==> src/rtl/wallace_arb_pkg.sv <==
`default_nettype none
// +----------------------------------------------------------------------------+
// | Module : wallace_arb_pkg                                                   |
// | Brief  : shared types and helpers for the shared-multiplier arbiter        |
// | Rev    : 1.0                                                               |
// +----------------------------------------------------------------------------+
package wallace_arb_pkg;

  localparam int WIDTH = 5;

  typedef enum logic [1:0] {
    IDLE = 2'd0,
    MUL  = 2'd1,
    RESP = 2'd2
  } arb_state_t;

  typedef logic [2*WIDTH-1:0] prod_t;

  // Position of the requester that sits 'off' places after 'base' in a ring of n.
  function automatic int rr_wrap(input int base, input int off, input int n);
    return (base + off) % n;
  endfunction

endpackage
`default_nettype wire

==> src/rtl/wallace_mul_arbiter_rr_arbiter.sv <==
`default_nettype none
// +----------------------------------------------------------------------------+
// | Module : rr_arbiter                                                        |
// | Brief  : combinational round-robin pick, searching upward from a pointer   |
// | Rev    : 1.0                                                               |
// +----------------------------------------------------------------------------+
module rr_arbiter
  import wallace_arb_pkg::*;
#(
  parameter int NUM_REQ = 4,
  parameter int ID_W    = $clog2(NUM_REQ)
) (
  input  logic [NUM_REQ-1:0] i_req,
  input  logic [ID_W-1:0]    i_ptr,
  output logic [NUM_REQ-1:0] o_grant,
  output logic [ID_W-1:0]    o_idx,
  output logic               o_any
);

  logic [ID_W-1:0] w_j;

  always_comb begin
    o_grant = '0;
    o_idx   = '0;
    o_any   = 1'b0;
    w_j     = '0;
    for (int k = 0; k < NUM_REQ; k++) begin
      w_j = ID_W'(rr_wrap(int'(i_ptr), k, NUM_REQ));
      if (!o_any && i_req[w_j]) begin
        o_any        = 1'b1;
        o_idx        = w_j;
        o_grant[w_j] = 1'b1;
      end
    end
  end

endmodule
`default_nettype wire

==> src/rtl/wallace_tree_reduction.sv <==
`default_nettype none
// +----------------------------------------------------------------------------+
// | Module : wallace_tree_reduction                                            |
// | Brief  : 5x5 unsigned combinational multiplier, carry-save reduced         |
// | Rev    : 1.0                                                               |
// +----------------------------------------------------------------------------+
module wallace_tree_reduction (
  input  logic [4:0] A,
  input  logic [4:0] B,
  output logic [9:0] P
);

  logic [9:0] w_pp [5];
  logic [9:0] w_s1, w_c1, w_s2, w_c2, w_s3, w_c3;

  for (genvar i = 0; i < 5; i++) begin : g_pp
    assign w_pp[i] = B[i] ? ({5'b0, A} << i) : 10'd0;
  end

  // Each 3:2 stage keeps sum+carry equal to the running total; the product
  // never reaches 1024, so the carry shifted out of bit 9 is always zero.
  assign w_s1 = w_pp[0] ^ w_pp[1] ^ w_pp[2];
  assign w_c1 = ((w_pp[0] & w_pp[1]) | (w_pp[0] & w_pp[2]) | (w_pp[1] & w_pp[2])) << 1;
  assign w_s2 = w_s1 ^ w_c1 ^ w_pp[3];
  assign w_c2 = ((w_s1 & w_c1) | (w_s1 & w_pp[3]) | (w_c1 & w_pp[3])) << 1;
  assign w_s3 = w_s2 ^ w_c2 ^ w_pp[4];
  assign w_c3 = ((w_s2 & w_c2) | (w_s2 & w_pp[4]) | (w_c2 & w_pp[4])) << 1;

  assign P = w_s3 + w_c3;

endmodule
`default_nettype wire

==> src/rtl/wallace_mul_arbiter.sv <==
`default_nettype none
// +----------------------------------------------------------------------------+
// | Module : wallace_mul_arbiter                                               |
// | Brief  : round-robin sharing of one 5x5 multiplier among NUM_REQ clients   |
// | Rev    : 1.0                                                               |
// +----------------------------------------------------------------------------+
module wallace_mul_arbiter #(
  parameter int NUM_REQ = 4,
  parameter int WIDTH   = 5,
  parameter int ID_W    = $clog2(NUM_REQ)
) (
  input  logic                     clk,
  input  logic                     rst_n,
  input  logic [NUM_REQ-1:0]       req_valid,
  output logic [NUM_REQ-1:0]       req_ready,
  input  logic [NUM_REQ*WIDTH-1:0] req_a,
  input  logic [NUM_REQ*WIDTH-1:0] req_b,
  output logic                     resp_valid,
  input  logic                     resp_ready,
  output logic [2*WIDTH-1:0]       resp_p,
  output logic [ID_W-1:0]          resp_id,
  output logic [15:0]              ops_done
);

  import wallace_arb_pkg::arb_state_t;
  import wallace_arb_pkg::prod_t;
  import wallace_arb_pkg::IDLE;
  import wallace_arb_pkg::MUL;
  import wallace_arb_pkg::RESP;

  if (WIDTH != wallace_arb_pkg::WIDTH) begin : g_bad_width
    $error("wallace_mul_arbiter: WIDTH must be 5 to match the multiplier");
  end
  if (NUM_REQ < 2 || NUM_REQ > 8) begin : g_bad_num_req
    $error("wallace_mul_arbiter: NUM_REQ must be in 2..8");
  end

  arb_state_t          r_state, w_next;
  logic [ID_W-1:0]     r_ptr, r_id, r_resp_id, w_idx;
  logic [NUM_REQ-1:0]  w_grant;
  logic                w_any;
  logic [WIDTH-1:0]    r_op_a, r_op_b, w_sel_a, w_sel_b;
  prod_t               w_prod, r_resp_p;
  logic                r_resp_valid;
  logic [15:0]         r_ops_done;

  rr_arbiter #(
    .NUM_REQ (NUM_REQ),
    .ID_W    (ID_W)
  ) u_rr (
    .i_req   (req_valid),
    .i_ptr   (r_ptr),
    .o_grant (w_grant),
    .o_idx   (w_idx),
    .o_any   (w_any)
  );

  wallace_tree_reduction u_mul (
    .A (r_op_a),
    .B (r_op_b),
    .P (w_prod)
  );

  always_comb begin
    w_sel_a = '0;
    w_sel_b = '0;
    for (int i = 0; i < NUM_REQ; i++) begin
      if (w_idx == ID_W'(i)) begin
        w_sel_a = req_a[i*WIDTH +: WIDTH];
        w_sel_b = req_b[i*WIDTH +: WIDTH];
      end
    end
  end

  // rst_n gating keeps grants silent while reset is held, even though the
  // state register already reads IDLE.
  assign req_ready = (rst_n && r_state == IDLE) ? w_grant : '0;

  always_comb begin
    w_next = r_state;
    case (r_state)
      IDLE:    if (w_any) w_next = MUL;
      MUL:     w_next = RESP;
      RESP:    if (resp_ready) w_next = IDLE;
      default: w_next = IDLE;
    endcase
  end

  always_ff @(posedge clk or negedge rst_n) begin
    if (!rst_n) r_state <= IDLE;
    else        r_state <= w_next;
  end

  always_ff @(posedge clk or negedge rst_n) begin
    if (!rst_n) begin
      r_ptr        <= '0;
      r_id         <= '0;
      r_op_a       <= '0;
      r_op_b       <= '0;
      r_resp_valid <= 1'b0;
      r_resp_p     <= '0;
      r_resp_id    <= '0;
      r_ops_done   <= '0;
    end else begin
      case (r_state)
        IDLE: if (w_any) begin
          r_op_a <= w_sel_a;
          r_op_b <= w_sel_b;
          r_id   <= w_idx;
          r_ptr  <= (w_idx == ID_W'(NUM_REQ - 1)) ? '0 : w_idx + 1'b1;
        end
        MUL: begin
          r_resp_p     <= w_prod;
          r_resp_id    <= r_id;
          r_resp_valid <= 1'b1;
        end
        RESP: if (resp_ready) begin
          r_resp_valid <= 1'b0;
          r_ops_done   <= r_ops_done + 16'd1;
        end
        default: ;
      endcase
    end
  end

  assign resp_valid = r_resp_valid;
  assign resp_p     = r_resp_p;
  assign resp_id    = r_resp_id;
  assign ops_done   = r_ops_done;

endmodule
`default_nettype wire

==> config.mk <==
export PLATFORM = sky130hd
export DESIGN_NAME = wallace_mul_arbiter
export DESIGN_NICKNAME = d
export VERILOG_FILES = /design/src/rtl/wallace_arb_pkg.sv /design/src/rtl/wallace_mul_arbiter_rr_arbiter.sv /design/src/rtl/wallace_tree_reduction.sv /design/src/rtl/wallace_mul_arbiter.sv
export SDC_FILE = /design/constraint.sdc
export NUM_CORES = 1
export LEC_CHECK = 0
export CAP_MARGIN = 15
export CORE_MARGIN = 1
export CORE_UTILIZATION = 35
export CTS_BUF_LIST = sky130_fd_sc_hd__clkbuf_4
export DETAILED_ROUTE_END_ITERATION = 7
export DONT_BUFFER_PORTS = 1
export SLEW_MARGIN = 5
export SYNTH_ARGS = -nofsm -noshare
export SYNTH_HDL_FRONTEND = slang
export SYNTH_SLANG_ARGS = --single-unit
==> constraint.sdc <==
create_clock -name clk -period 4.2 [get_ports clk]
set_input_delay 1.26 -clock clk [delete_from_list [all_inputs] [get_ports clk]]
set_output_delay 1.26 -clock clk [all_outputs]
set_load 0.01 [all_outputs]
==> metrics.csv <==
stage;metric;value;unit
placement;dp_hpwl;4750;um
routing;vias_per_cell;5.14;
setup_path;critical_path_peak_fanout;8;
floorplanning;die_area;9300;um^2
setup_path;critical_path_class;flip-flop to output pin;
logic_synthesis;synthArstFlopShare;1.00;
floorplanning;rows;34;
logic_synthesis;synth_ff_type;dfrtp_1;
worst_hold_path;hp-class;flip-flop to flip-flop;
clocking;root_buffer;clkbuf_4;
global_routing;antenna_found_initial;0;
timing;whs;0.518;ns
timing;fin_crit;4.00;ns
setup_path;worstSetupEndpointType;output pin;
floorplanning;boundaryPins;80;
logic_synthesis;ys_seq_elements;45;
clocking;clock_sinks;45;
logic_synthesis;synth_top_area_frac;0.361;
power_and_ir_drop;swShare;0.464;
timing;setup_viol;0;
cells_and_area;final_nets;398;
setup_path;crit_chain;inv_1 -> ha_2 -> mux4_2 -> nor2b_2 -> a22oi_1 -> or2_2 -> a21oi_1;
logic_synthesis;synth_top_cell_by_area;dfrtp_1;
timing;worst_pin_slew;0.717;ns
logic_synthesis;synth_commonest_cells;dfrtp_1 (45), nand2_1 (44), a21oi_1 (21), ha_1 (21);
setup_path;critPathMaxStageDelay;0.62;ns
setup_path;start_kind;flip-flop;
placement;port_buffers;0;
floorplanning;fp.dieH;96.4;um
logic_synthesis;yosys-top-cells-area;dfrtp_1 (36%), ha_1 (8.4%), fa_1 (7.7%);
timing;rsz0062_at_grt;false;
timing;fin_tns_setup;0;ns
power_and_ir_drop;power.internal;0.00138;W
power_and_ir_drop;clockPowerShare;0.082;
routing;ant_nets;0;
routing;first_iter_violations;52;
logic_synthesis;synth_cell_type_count;38;
clocking;cts-htree-levels;2;
global_routing;grt_pass1_wl;9870;um
floorplanning;chipWidth;96.4;um
run_status;status;complete, no violations;
clocking;clock_insertion_delay_worst_skew;0.36;ns
logic_synthesis;ys_warn_count;0;
power_and_ir_drop;comb_power_share;0.619;
logic_synthesis;syn_area;3120;um^2
global_routing;grt_overflow_total;0;
floorplanning;start_util;0.360;
clocking;cts_tree;yes;
logic_synthesis;synth_edf_count;0;
routing;wl_met3;456;um
logic_synthesis;ys_seq_area_frac;0.361;
clocking;numCtsBuffers;5;
timing;drv_slew;0;
power_and_ir_drop;powerDensity;781;nW/um^2
routing;highest_layer;met4;
placement;place_congestion;0.786;
timing;finalCritPeriodShare;0.951;
routing;vias;2195;
routing;met1Wirelength;2770;um
floorplanning;core_area;8680;um^2
logic_synthesis;syn_avg_cell_area;9.69;um^2
timing;slew_headroom;0.522;
power_and_ir_drop;seqPwrFrac;0.299;
clocking;clock_path_buffers;2;
clocking;cts_hold_buf;0;
timing;max_freq;0.250;GHz
logic_synthesis;synthCells;322;
routing;drc;0;
setup_path;arrival;2.74;ns
setup_path;crit_path_top_delay_cell;mux4_2;
timing;hold_viol_final;0;
global_routing;gr-usage-all-layers;0.134;
clocking;cts_setup_buffers;0;
cells_and_area;antenna_cells;0;
cells_and_area;layout-drive-gt1-share;0.113;
global_routing;grt_max_degree;47;
run;cap_violations;0;
logic_synthesis;yosysMostFrequentCell;dfrtp_1;
setup_path;worstPathRequired;2.94;ns
routing;first_pass_iters;4;
clocking;clk_pin_slew;0.13;ns
power_and_ir_drop;p_leak;1.44;nW
power_and_ir_drop;p_switching;0.00119;W
routing;wl;6010;um
logic_synthesis;syn-num-nets;402;
routing;avgRoutedWirePerCell;14.1;um
routing;wl_met2;2740;um
cells_and_area;area_delta_synth_final;5.57;%
power_and_ir_drop;ir_drop;514;uV
global_routing;grt_pass1_vias;2095;
timing;clock_skew;0.0185;ns
## power by group through the flow
stage                     clock network [W]  registers (W)  logic [W]
after global placement                    0       0.000783    0.00156
final                              0.000210       0.000770    0.00159
after global routing               0.000237       0.000799    0.00185
after floorplan                           0       0.000732    0.00133
after CTS                          0.000219       0.000778    0.00160
after detailed placement                  0       0.000788    0.00159
## stage by stage
stage / instance area, um^2 / setup slack, ns / utilization / power, W / std cells
floorplan: 3120 / 0.316 / - / 0.00207 / 322
finish: 3290 / 0.205 / 0.380 / 0.00257 / 427
CTS: 3280 / 0.0769 / 0.378 / 0.00260 / 427
global route: 3290 / 0.0321 / 0.380 / 0.00288 / 427
global placement: 3220 / 0.149 / 0.372 / 0.00234 / 419
detailed placement: 3220 / 0.135 / 0.372 / 0.00238 / 419
## cells in the final DEF, fill, tap and decap left out, drive strengths merged, types with 6 or more instances in the layout
cell,instances
fa,12
dfrtp,45
xnor2,12
ha,21
nand2,44
nor2,8
nor3,11
and2,12
o21ai,20
a21oi,21
xor2,6
nor2b,14
a22oi,8
clkbuf,6
mux2,11
a221oi,11
inv,19
## worst paths after layout
check	from	cells past startpoint	to	slack [ns]
setup / recovery	r_ptr[1]	7	req_ready[0]	0.20
hold / removal	r_id[1]	2	r_id[1]	0.52
setup reg to reg	r_ptr[1]	11	r_op_b[3]	0.46
hold reg to reg	r_id[1]	2	r_id[1]	0.52
max in group asynchronous	rst_n	0	r_op_b[1]	3.52
min in group asynchronous	rst_n	0	ops_done[8]	0.57
## worst max-delay path, delay by kind of cell (launching register included)
kind | cells | cell delay [ns]
AO/OA/AOI/OAI | 2 | 0.34
adder cells (fa/ha/maj) | 1 | 0.43
buffers and inverters | 1 | 0.11
flip-flops | 1 | 0.37
multiplexers | 1 | 0.62
AND/OR/NAND/NOR | 2 | 0.51
## layout make-up
cell class	count	area, um^2
fill	891	5380
inverter	19	71.3
clock inverter	2	15.0
multi-input combinational	243	1870
timing repair buffer	4	30.0
clock buffer	6	45.0
sequential	45	1130
tap	108	135
## routing by layer
| layer | vias up | GRT usage |
|---|---|---|
| met4 | 0 | 0.0294 |
| met3 | 5 | 0.0329 |
| met5 | - | 0 |
| li1 | 1106 | - |
| met2 | 69 | 0.232 |
| met1 | 1015 | 0.170 |
## kinds of logic (layout without fill, tap and decap cells)
group / Yosys count / after routing / share of synthesized area
xor+xnor: 18 / 18 / 0.0505
mux: 15 / 15 / 0.0710
flops: 45 / 45 / 0.361
fa+ha+maj: 33 / 33 / 0.161
buf+inv: 34 / 31 / 0.0425
simple gates: 111 / 111 / 0.178
compound gates: 66 / 66 / 0.136
## registers in the layout, summed over array words and instances, names as in the netlist
| register | flops |
|---|---|
| ops_done | 16 |
| resp_p | 10 |
| r_op_a | 5 |
| r_op_b | 5 |
| r_id | 2 |
| r_ptr | 2 |
| r_state | 2 |
| resp_id | 2 |
| resp_valid | 1 |
## what timing repair did
item / in CTS / in global routing
endpoints found under the hold margin: 0 / 0
resized for setup: 0 / 3
setup endpoints to repair: 0 / 4
Power figures use the tool's default switching activity.
==> edit 1, RTL diff (same flow settings) <==
Make the reset (`rst_n`) synchronous in 2 clocked blocks.
--- a/src/rtl/wallace_mul_arbiter.sv
+++ b/src/rtl/wallace_mul_arbiter.sv
@@ -86,12 +86,12 @@
     endcase
   end
 
-  always_ff @(posedge clk or negedge rst_n) begin
+  always_ff @(posedge clk) begin
     if (!rst_n) r_state <= IDLE;
     else        r_state <= w_next;
   end
 
-  always_ff @(posedge clk or negedge rst_n) begin
+  always_ff @(posedge clk) begin
     if (!rst_n) begin
       r_ptr        <= '0;
       r_id         <= '0;
Function: differs if rst_n is asserted again (counterexample within 4 cycles, from zero or initial values and one cycle with rst_n low); with rst_n held inactive, the same outputs for 4 cycles.
==> edit 1 against the original RTL <==
Combinational power is 36% lower; maximum frequency is 3.9% higher; wire length is 18% higher; first-iteration DRC count grew 58%; cell area grew 5.9%; non-clock buffer count unchanged; area after synthesis grew 7.6%; cell count increased by 22%; power fell by 30%; die area grew 7.4%; setup slack better by 0.15 ns; sequential cell count unchanged; critical path type unchanged; largest power group unchanged.
==> edit 1: results (changes against the original RTL) <==
- Initial antenna violation count: 0 (unchanged)
- Share of cells above drive strength 1: 0.05076 (was 0.1129)
- Worst-Skew Late Latency: 0.36 ns (about the same)
- Async set or reset register ratio after synthesis: 0 (was 1.000)
- Reg2reg end: resp_p[8]$_SDFFE_PN0P_ (was r_op_b[3]$_DFFE_PN0P_)
- Vias in the first global route: 2517 (was 2095)
- VDD IR max: 0.3493 mV (was 0.5144 mV)
- Hold-critical path depth: 2 (unchanged)
- Post-DP HPWL: 5.374 mm (was 4.749 mm)
- FF-to-FF Start: r_op_b[0]$_SDFFE_PN0P_ (was r_ptr[1]$_DFFE_PN0P_)
- Detailed Routing Iterations Pass 1: 4 (unchanged)
- Net Count, Synth: 489 (was 402)
- Arrival time at the worst endpoint: 2.58 ns (was 2.74 ns)
- DRT iter0 DRCs: 82 (was 52)
- Status: completed (unchanged)
- CTS Root Cell: clkbuf_4 (unchanged)
- Seq/Total Area, Yosys: 0.2684 (was 0.3609)
- Final nets: 473 (was 398)
- Worst-Margin Slew: 0.8192 ns (was 0.7166 ns)
- Dpl ws: 0.4698 ns (was 0.1346 ns)
- Static Leak: 0.001416 uW (was 0.001436 uW)
- All-layer global routing usage: 0.1453 (was 0.1345)
- Met3 usage: 0.03621 (was 0.03286)
- Hold WC Path Type: reg -> reg (unchanged)
- Ys flop type: dfxtp_1 (was dfrtp_1)
- WHS Endpoint: resp_id[1]$_SDFFE_PN0P_ (was r_id[1]$_DFFE_PN0P_)
- Synthesis Warnings: 0 (unchanged)
- Vias per inst: 5.170 (was 5.141)
- DP Cell Count: 515 (was 419)
- Grt met2 use: 0.2313 (was 0.2323)
- Largest cells by area after synthesis: dfxtp_1, ha_1, fa_1, and2_1, nor2b_1 (was dfrtp_1, ha_1, fa_1, nand2_1, a21oi_1)
- Distinct cell type count of the synthesized netlist: 53 (was 38)
- First-pass GRT wire length: 11.69 mm (was 9.873 mm)
- Commonest cells post-synth: nand2_1, dfxtp_1, and2_1 (was dfrtp_1, nand2_1, a21oi_1, ha_1)
- Avg Inst Size Synth: 8.208 um2 (was 9.691 um2)
- Postcts setup bufs: 0 (unchanged)
- Vias: 2704 (was 2195)
- Clock transition at path regs: 0.15 ns (was 0.13 ns)
- Worst R2R Path Depth: 14 (was 11)
- Area of the core: 9284 um2 (was 8678 um2)
- Switching fraction of total power: 0.4532 (was 0.4639)
- RD Place Congestion: 0.7743 (was 0.7861)
- Hold path start: r_id[1]$_SDFFE_PN0P_ (was r_id[1]$_DFFE_PN0P_)
- Clock Skews: 0.01479 ns (was 0.01852 ns)
- CP Max Fanout: 9 (was 8)
- Met1 usage: 0.1979 (was 0.1702)
- CP top delay family: multiplexers (unchanged)
- Post_cts resized: 0 (unchanged)
- Routed WL: 7.097 mm (was 6.007 mm)
- Port Buffers: 0 (unchanged)
-- edit 1: changes by cell type in the layout (fill, tap and decap cells not counted), sizes merged, moves of 3 or more --
cell / delta
a21boi: +10
a21oi: +6
a22o: +4
and2: +18
dfrtp: -45
dfxtp: +45
inv: +4
mux2: -11
mux2i: +3
nand3: +4
nor2: +3
nor2b: +14
o21a: +5
-- edit 1: area by class of cell --
type,count,area (um2)
Clock buffer,5,37.54
Clock inverter,3,21.27
Fill cell,966,5796
Inverter,22,82.58
Multi-Input combinational cell,315,2255
Sequential cell,45,900.9
Tap cell,129,161.4
Timing Repair Buffer,4,30.03
-- edit 1: power groups by stage --
stage	clock [uW]	combinational [uW]	sequential, uW
after CTS	227	1020	576
after floorplan	0	831	564
after global routing	246	1160	591
after global placement	0	991	583
final	218	1010	577
after detailed placement	0	1010	586
-- edit 1: cell families (layout without fill, tap and decap cells) --
family,count (synthesis),after routing,share of synthesized area
and+or+nand+nor,158,158,0.2516
adders and majority gates,33,33,0.1498
xor gates and xnor gates,18,18,0.04696
muxes,5,5,0.02236
AOI/OAI and AO/OA,101,101,0.2009
DFF,45,45,0.2684
buffers and inverters,49,34,0.06001
-- edit 1: how the worst max path moves through the flow --
stage                                      from            to  slack [ns]
after floorplan                    req_valid[0]  req_ready[0]        0.45
after global placement             req_valid[0]  req_ready[0]        0.52
after detailed placement           req_valid[0]  req_ready[3]        0.47
after CTS                 r_ptr[0]$_SDFFE_PN0P_  req_ready[2]        0.36
after global routing      r_ptr[0]$_SDFFE_PN0P_  req_ready[3]        0.18
final                     r_ptr[0]$_SDFFE_PN0P_  req_ready[3]        0.36
-- edit 1: routing by layer --
metal / wire length (um) / vias to the layer above
met5: 0 / -
met4: 36 / 0
met3: 512 / 2
met2: 2965 / 95
met1: 3583 / 1228
li1: - / 1379
-- edit 1: metrics by stage --
stage	cell area, um2	hold slack (ns)
global route	3488	0.4914
CTS	3488	0.4677
floorplan	3357	0.4378
finish	3488	0.4745
global placement	3430	0.4614
detailed placement	3430	0.4676
-- edit 1: tightest hold or removal path, delay by kind of cell, from the launching register on --
family | cells | cell delay (ns)
and+or+nand+nor | 1 | 0.05
AOI/OAI and AO/OA | 1 | 0.06
DFF | 1 | 0.35
==> edit 2, RTL diff (same settings) <==
Without the edit above. `NUM_REQ` is set to 4 in 2 places; all go to 8.
--- a/src/rtl/wallace_mul_arbiter_rr_arbiter.sv
+++ b/src/rtl/wallace_mul_arbiter_rr_arbiter.sv
@@ -7,7 +7,7 @@
 module rr_arbiter
   import wallace_arb_pkg::*;
 #(
-  parameter int NUM_REQ = 4,
+  parameter int NUM_REQ = 8,
   parameter int ID_W    = $clog2(NUM_REQ)
 ) (
   input  logic [NUM_REQ-1:0] i_req,
--- a/src/rtl/wallace_mul_arbiter.sv
+++ b/src/rtl/wallace_mul_arbiter.sv
@@ -5,7 +5,7 @@
 // | Rev    : 1.0                                                               |
 // +----------------------------------------------------------------------------+
 module wallace_mul_arbiter #(
-  parameter int NUM_REQ = 4,
+  parameter int NUM_REQ = 8,
   parameter int WIDTH   = 5,
   parameter int ID_W    = $clog2(NUM_REQ)
 ) (
Ports: changed (5 resized); port bits go from 80 to 129. No check against the original RTL was run, so the function may have changed too.
==> edit 2 against the original RTL <==
The run now ends with negative setup slack left; cell area up 79%; non-clock buffer count is 86 higher; count of clock-buffer cells in the layout fell by 1; cell count increased by 80%; highest routed layer unchanged; sequential cell count up 3; setup slack got worse by 0.87 ns; wire length rose by 130%; area after synthesis is 51% higher.
Power is left out: the tool's default activity adds up to more than one toggle a clock period on the data nets, which glitch-free logic cannot reach.
==> edit 2: results (changes against the original RTL) <==
- FF+latch count, synth: 48 (was 45)
- Failing checks: negative setup slack
- DRT iter0 DRCs: 205 (was 52)
- Number of non-clock inverters: 39 (was 19)
- Hold path start: r_id[0]$_DFFE_PN0P_ (was r_id[1]$_DFFE_PN0P_)
- Postcts setup bufs: 10 (was 0)
- Arrival time at the worst endpoint: 3.60 ns (was 2.74 ns)
- Final nets: 718 (was 398)
- Detailed Routing Iterations Pass 1: 5 (was 4)
- Met3 usage: 0.04845 (was 0.03286)
- Setup ws final: -0.6608 ns (was 0.2047 ns)
- Avg Inst Size Synth: 8.961 um2 (was 9.691 um2)
- All-layer global routing usage: 0.1946 (was 0.1345)
- First-pass GRT wire length: 22.32 mm (was 9.873 mm)
- Commonest cells post-synth: nand2_1, dfrtp_1, a21oi_1 (was dfrtp_1, nand2_1, a21oi_1, ha_1)
- RD Place Congestion: 0.8700 (was 0.7861)
- Grt met2 use: 0.3415 (was 0.2323)
- Worst R2R Path Depth: 21 (was 11)
- Hold-critical path depth: 1 (was 2)
- Final setup fails: 18 (was 0)
- Max-slew headroom: 0.5188 (was 0.5223)
- Clock-cell share: 0.01421 (was 0.01823)
- Met2 wire len: 6.637 mm (was 2.737 mm)
- Met1 usage: 0.2389 (was 0.1702)
- Status: finished, violations left (was completed)
==> edit 2: cell count changes in the layout (fill, tap and decap cells not counted), sizes merged, moves of 10 or more <==
cell / unedited run / this run
mux4: 4 / 16
buf: 4 / 90
nand3: 4 / 15
inv: 19 / 39
nor2: 8 / 23
o21ai: 20 / 31
a21oi: 21 / 38
o22ai: 0 / 10
==> edit 2: cell families (layout without fill, tap and decap cells) <==
| group | count (synthesis) | in the layout | share of synthesized area |
|---|---|---|---|
| fa+ha+maj | 33 | 33 | 0.1069 |
| simple gates | 158 | 158 | 0.1737 |
| flops | 48 | 48 | 0.2553 |
| buf+inv | 67 | 137 | 0.05824 |
| compound gates | 162 | 162 | 0.2447 |
| xor+xnor | 22 | 22 | 0.04096 |
| mux | 35 | 35 | 0.1202 |
==> edit 2: critical path, cell delays in order <==
cell and delay, ns:
mux4_2 0.48, or2_1 0.25, mux4_2 0.49, or4_4 0.51, buf_6 0.14, o21ai_4 0.15
mux2i_2 0.11, a21oi_2 0.20
